**src/rtl/intbus_vram_arb.sv**
```systemverilog
// Internal-bus decode plus single-port VRAM arbiter. The CPU always wins, so video may stall but the CPU never does.
// CPU reads land in intbus_rddata two cycles after the strobe. Video data arrives the cycle after vid_ack.
module intbus_vram_arb #(
  parameter int RAM_AW    = 17,
  parameter int PERIPH_AW = 5,
  parameter int STALL_W   = 8
) (
  input  logic                 intbus_clk,
  input  logic                 extbus_reset,
  input  logic [RAM_AW:0]      intbus_addr,
  input  logic [7:0]           intbus_wrdata,
  input  logic                 intbus_strobe,
  input  logic                 intbus_write,
  output logic [7:0]           intbus_rddata,
  output logic                 ram_en,
  output logic                 ram_we,
  output logic [RAM_AW-1:0]    ram_addr,
  output logic [7:0]           ram_wrdata,
  input  logic [7:0]           ram_rddata,
  output logic                 periph_strobe,
  output logic                 periph_write,
  output logic [PERIPH_AW-1:0] periph_addr,
  output logic [7:0]           periph_wrdata,
  input  logic [7:0]           periph_rddata,
  input  logic                 vid_req,
  input  logic [RAM_AW-1:0]    vid_addr,
  output logic                 vid_ack,
  output logic [7:0]           vid_rddata,
  output logic                 vid_rddata_valid,
  output logic [STALL_W-1:0]   vid_stall_cnt
);

  logic               cpu_ram;
  logic               cpu_per;
  logic               pend_cpu_ram_q, pend_cpu_ram_d;
  logic               pend_cpu_per_q, pend_cpu_per_d;
  logic [7:0]         intbus_rddata_q, intbus_rddata_d;
  logic               vid_rddata_valid_q, vid_rddata_valid_d;
  logic [STALL_W-1:0] vid_stall_cnt_q, vid_stall_cnt_d;

  // The top address bit splits VRAM from peripheral register space.
  assign cpu_ram = intbus_strobe & ~intbus_addr[RAM_AW];
  assign cpu_per = intbus_strobe &  intbus_addr[RAM_AW];

  always_comb begin
    ram_en     = 1'b0;
    ram_we     = 1'b0;
    ram_addr   = vid_addr;
    ram_wrdata = intbus_wrdata;
    vid_ack    = 1'b0;
    if (cpu_ram) begin
      ram_en   = 1'b1;
      ram_we   = intbus_write;
      ram_addr = intbus_addr[RAM_AW-1:0];
    end else if (vid_req) begin
      ram_en  = 1'b1;
      vid_ack = 1'b1;
    end
  end

  // Peripheral accesses leave the VRAM port free for video in the same cycle.
  assign periph_strobe = cpu_per;
  assign periph_write  = cpu_per & intbus_write;
  assign periph_addr   = intbus_addr[PERIPH_AW-1:0];
  assign periph_wrdata = intbus_wrdata;

  always_comb begin
    pend_cpu_ram_d     = cpu_ram & ~intbus_write;
    pend_cpu_per_d     = cpu_per & ~intbus_write;
    intbus_rddata_d    = intbus_rddata_q;
    vid_rddata_valid_d = vid_ack;
    vid_stall_cnt_d    = vid_stall_cnt_q;
    if (pend_cpu_ram_q) begin
      intbus_rddata_d = ram_rddata;
    end else if (pend_cpu_per_q) begin
      intbus_rddata_d = periph_rddata;
    end
    if (vid_req && cpu_ram && (vid_stall_cnt_q != {STALL_W{1'b1}})) begin
      vid_stall_cnt_d = vid_stall_cnt_q + STALL_W'(1);
    end
  end

  always_ff @(posedge intbus_clk or posedge extbus_reset) begin
    if (extbus_reset) begin
      pend_cpu_ram_q     <= 1'b0;
      pend_cpu_per_q     <= 1'b0;
      intbus_rddata_q    <= 8'h00;
      vid_rddata_valid_q <= 1'b0;
      vid_stall_cnt_q    <= '0;
    end else begin
      pend_cpu_ram_q     <= pend_cpu_ram_d;
      pend_cpu_per_q     <= pend_cpu_per_d;
      intbus_rddata_q    <= intbus_rddata_d;
      vid_rddata_valid_q <= vid_rddata_valid_d;
      vid_stall_cnt_q    <= vid_stall_cnt_d;
    end
  end

  assign intbus_rddata    = intbus_rddata_q;
  assign vid_rddata       = ram_rddata;
  assign vid_rddata_valid = vid_rddata_valid_q;
  assign vid_stall_cnt    = vid_stall_cnt_q;

endmodule

```
**config.mk**
```make
export PLATFORM = sky130hd
export DESIGN_NAME = intbus_vram_arb
export DESIGN_NICKNAME = d
export VERILOG_FILES = /design/src/rtl/intbus_vram_arb.sv
export SDC_FILE = /design/constraint.sdc
export NUM_CORES = 1
export LEC_CHECK = 0
export BUFFER_PORTS_ARGS = -buffer_cell sky130_fd_sc_hd__buf_4
export CAP_MARGIN = 10
export CORE_ASPECT_RATIO = 1.75
export CORE_MARGIN = 4
export CORE_UTILIZATION = 36
export CTS_BUF_LIST = sky130_fd_sc_hd__clkbuf_16
export DETAILED_ROUTE_END_ITERATION = 8
export HOLD_SLACK_MARGIN = 0.02
export PLACE_DENSITY = 0.87
export SLEW_MARGIN = 20
export SYNTH_ARGS = -nofsm -noshare
export SYNTH_HDL_FRONTEND = slang
export SYNTH_SLANG_ARGS = --single-unit
```
**constraint.sdc**
```tcl
create_clock -name intbus_clk -period 1.55 [get_ports intbus_clk]
set_input_delay 0.0775 -clock intbus_clk [delete_from_list [all_inputs] [get_ports intbus_clk]]
set_output_delay 0.0775 -clock intbus_clk [all_outputs]
set_load 0.005 [all_outputs]
```
==> out/metrics.yaml <==
placed_design:
  gp_congestion: 0.7737
  dpl_cell_area_mm2: 0.001989
  dp_slack_ns: 0.1416
  hpwl_mm: 3.240
  port_buffers: 107
floorplan:
  ios: 132
  die-area_mm2: 0.004876
  die_y_um: 89.42
  rows: 29
  core_mm2: 0.003628
  start_util_pct: 37.59
  die_w_um: 54.53
sta:
  worst_pin_slew_ns: 0.4275
  rsz0062_at_grt: "no"
  fin_crit_sh_pct: 91.78
  fin_skew_ns: 0.004708
  finalSetupTns_ns: 0
  setup_ws_ns: 0.1274
  whs_ns: 0.05239
  slew_viol_final: 0
  max_slew_margin_pct: 71.50
  fmax_mhz: 702.9
  setup_viol: 0
  hold_violations: 0
  post-route-min-period_ns: 1.423
layout:
  multiInputGateArea_um2: 623.1
  finalInstanceArea_mm2: 0.002088
  nFillCells: 343
  diodes: 0
  num-nets-final: 314
  area_growth_pct: 53.12
  most-common-layout-cells: "buf_4 (110), nand2_1 (61), dfrtp_1 (19)"
  ff_latch_area_um2: 475.5
  layout-drive-gt1-share_pct: 48.79
  final_common_cell: "buf_4"
synth:
  async_flop_share_pct: 100.0
  yosysTopAreaCellShare_pct: 34.86
  ys_warn_count: 0
  synth-seq-cells: 19
  synth-seq-area-share_pct: 34.86
  synthFlopType: "dfrtp_1"
  synth_cells: 168
  syn_nets: 233
  synth_edf_count: 0
  synth.cell_area_mm2: 0.001364
  synthTopCellsByArea: "dfrtp_1 (35%), buf_4 (18%), nand2_1 (17%), mux2i_1 (5.9%), o21ai_0 (2.9%)"
  synth_area_leader_cell: "dfrtp_1"
  ys_types: 30
  synth.avg_cell_area_um2: 8.118
drt:
  wl_mm: 3.954
  vias: 1347
  wl_per_cell_um: 13.45
  vias_per_cell: 4.582
  drt-initial-drc-count: 13
  drc: 0
  antenna_left: 0
  dr.pass1.iters: 4
critical_path:
  crit_required_ns: 1.68
  critPathSlowestCell: "dfrtp_1"
  crit_chain: "ha_1 -> nand4_1 -> o21ai_2 -> mux2_4"
  cp_data_arrival_time_ns: 1.55
  worst-path-max-fanout: 4
  cpLargestDelayFamily: "flip-flops"
  crit_path_end_kind: "register"
  path_class: "register to register"
  path_buf_inv: 0
  slowest_delay_ns: 0.40
  startpoint_type: "register"
pwr:
  total_power_mw: 1.891
  vdd_ir_drop_max_mv: 0.7862
  power.density_mw_per_mm2: 905.7
  p_leak_nw: 1.125
run_status:
  status: "finished, final reports clean"
global_route:
  grt_pass1_wl_mm: 5.844
  grtUsageTotal_pct: 16.02
  antenna_found_initial: 0
  grt_pass1_vias: 1313
  grt_start_max_net_pins: 21
  gr-total-overflow: 0
clock_network:
  cts_max_level: 1
  cts_buffer_depth: 2
  cts_tree: "done"
  clk_pin_slew_worst_paths_ns: 0.06
  cts-buffers-inserted: 3
  cts-root-buf: "clkbuf_16"
  cts_resized: 0
  clk_latency_ns: 0.25
  cts_sinks: 19
  cts_setup_buffers: 0
worst_hold_path:
  hp-class: "input pin to register"
flow_run:
  drv_cap: 0
-- metrics by stage --
stage / util [%] / cells
global placement: 54.83 / 288
finish: 57.55 / 294
detailed placement: 54.83 / 288
floorplan: - / 168
CTS: 57.55 / 294
global route: 57.55 / 294
-- report_power, final --
group	internal, mW	total, mW	switching (mW)
Clock	0.343	0.519	0.176
Sequential	0.600	0.713	0.113
Combinational	0.412	0.659	0.247
Total	1.35	1.89	0.537
-- cells in the mapped netlist, types with 2 or more instances --
library cell  count
clkbuf_1          2
buf_4            32
o2111ai_1         2
xnor2_1           4
nor2b_1           2
a31oi_1           2
nand2b_1          2
inv_1             2
buf_2             2
nand2_1          61
dfrtp_1          19
mux2_4            2
o21ai_0           8
nand3_1           2
mux2i_1           8
and2_1            4
-- sequential cells by signal, indices dropped and copies added (netlist names) --
name,count
vid_rddata_valid,1
pend_cpu_ram_q,1
vid_stall_cnt,8
intbus_rddata,8
pend_cpu_per_q,1
-- worst paths after layout --
| kind | from | end | slack [ns] | cells past startpoint |
|---|---|---|---|---|
| max | vid_stall_cnt[0]$_DFFE_PP0P_ | vid_stall_cnt[1]$_DFFE_PP0P_ | 0.13 | 4 |
| min | ram_rddata[3] | intbus_rddata[3]$_DFFE_PP0P_ | 0.05 | 3 |
| max reg2reg | vid_stall_cnt[0]$_DFFE_PP0P_ | vid_stall_cnt[1]$_DFFE_PP0P_ | 0.13 | 4 |
| min reg2reg | vid_stall_cnt[5]$_DFFE_PP0P_ | vid_stall_cnt[5]$_DFFE_PP0P_ | 0.52 | 1 |
| max in group asynchronous | extbus_reset | intbus_rddata[0]$_DFFE_PP0P_ | 0.93 | 4 |
| min in group asynchronous | extbus_reset | vid_stall_cnt[6]$_DFFE_PP0P_ | 0.41 | 4 |
-- metal layers --
layer  vias to the layer above  share of wire, %  routed length (um)  global-route usage [%]
met5                         -                 0                   0                       0
met2                        51                56                2210                   29.66
met3                        12               8.1                 319                   4.508
li1                        680                 -                   -                       -
met4                         0               2.1                  82                   7.029
met1                       604                34                1342                   15.70
-- cell families after synthesis --
group                    Yosys count  synth area share (%)
XOR/XNOR                           4                 2.569
multiplexers                      10                 8.074
adder cells (fa/ha/maj)            1                0.9173
AND/OR/NAND/NOR                   80                 26.79
AO/OA/AOI/OAI                     16                 7.340
buffers and inverters             38                 19.45
flip-flops                        19                 34.86
-- final cells by class --
class / count / share of cell area [%]
clock inverters: 1 / 0.1797
clock buffers: 3 / 3.595
well taps: 46 / 2.756
flip-flops and latches: 19 / 22.77
inverters: 2 / 0.3595
repair buffers: 112 / 40.50
multi-input cells: 111 / 29.84
-- worst min-delay path, cell delays in order --
cell and delay (ns):
buf_4 0.08, nand2_1 0.04, o21ai_0 0.06
-- repair_timing --
action | CTS | global route
endpoints found under the setup margin | 0 | 0
hold endpoints to repair | 21 | 0
hold buffers | 2 | 0
Note: power is estimated with default switching activity, not from simulation.
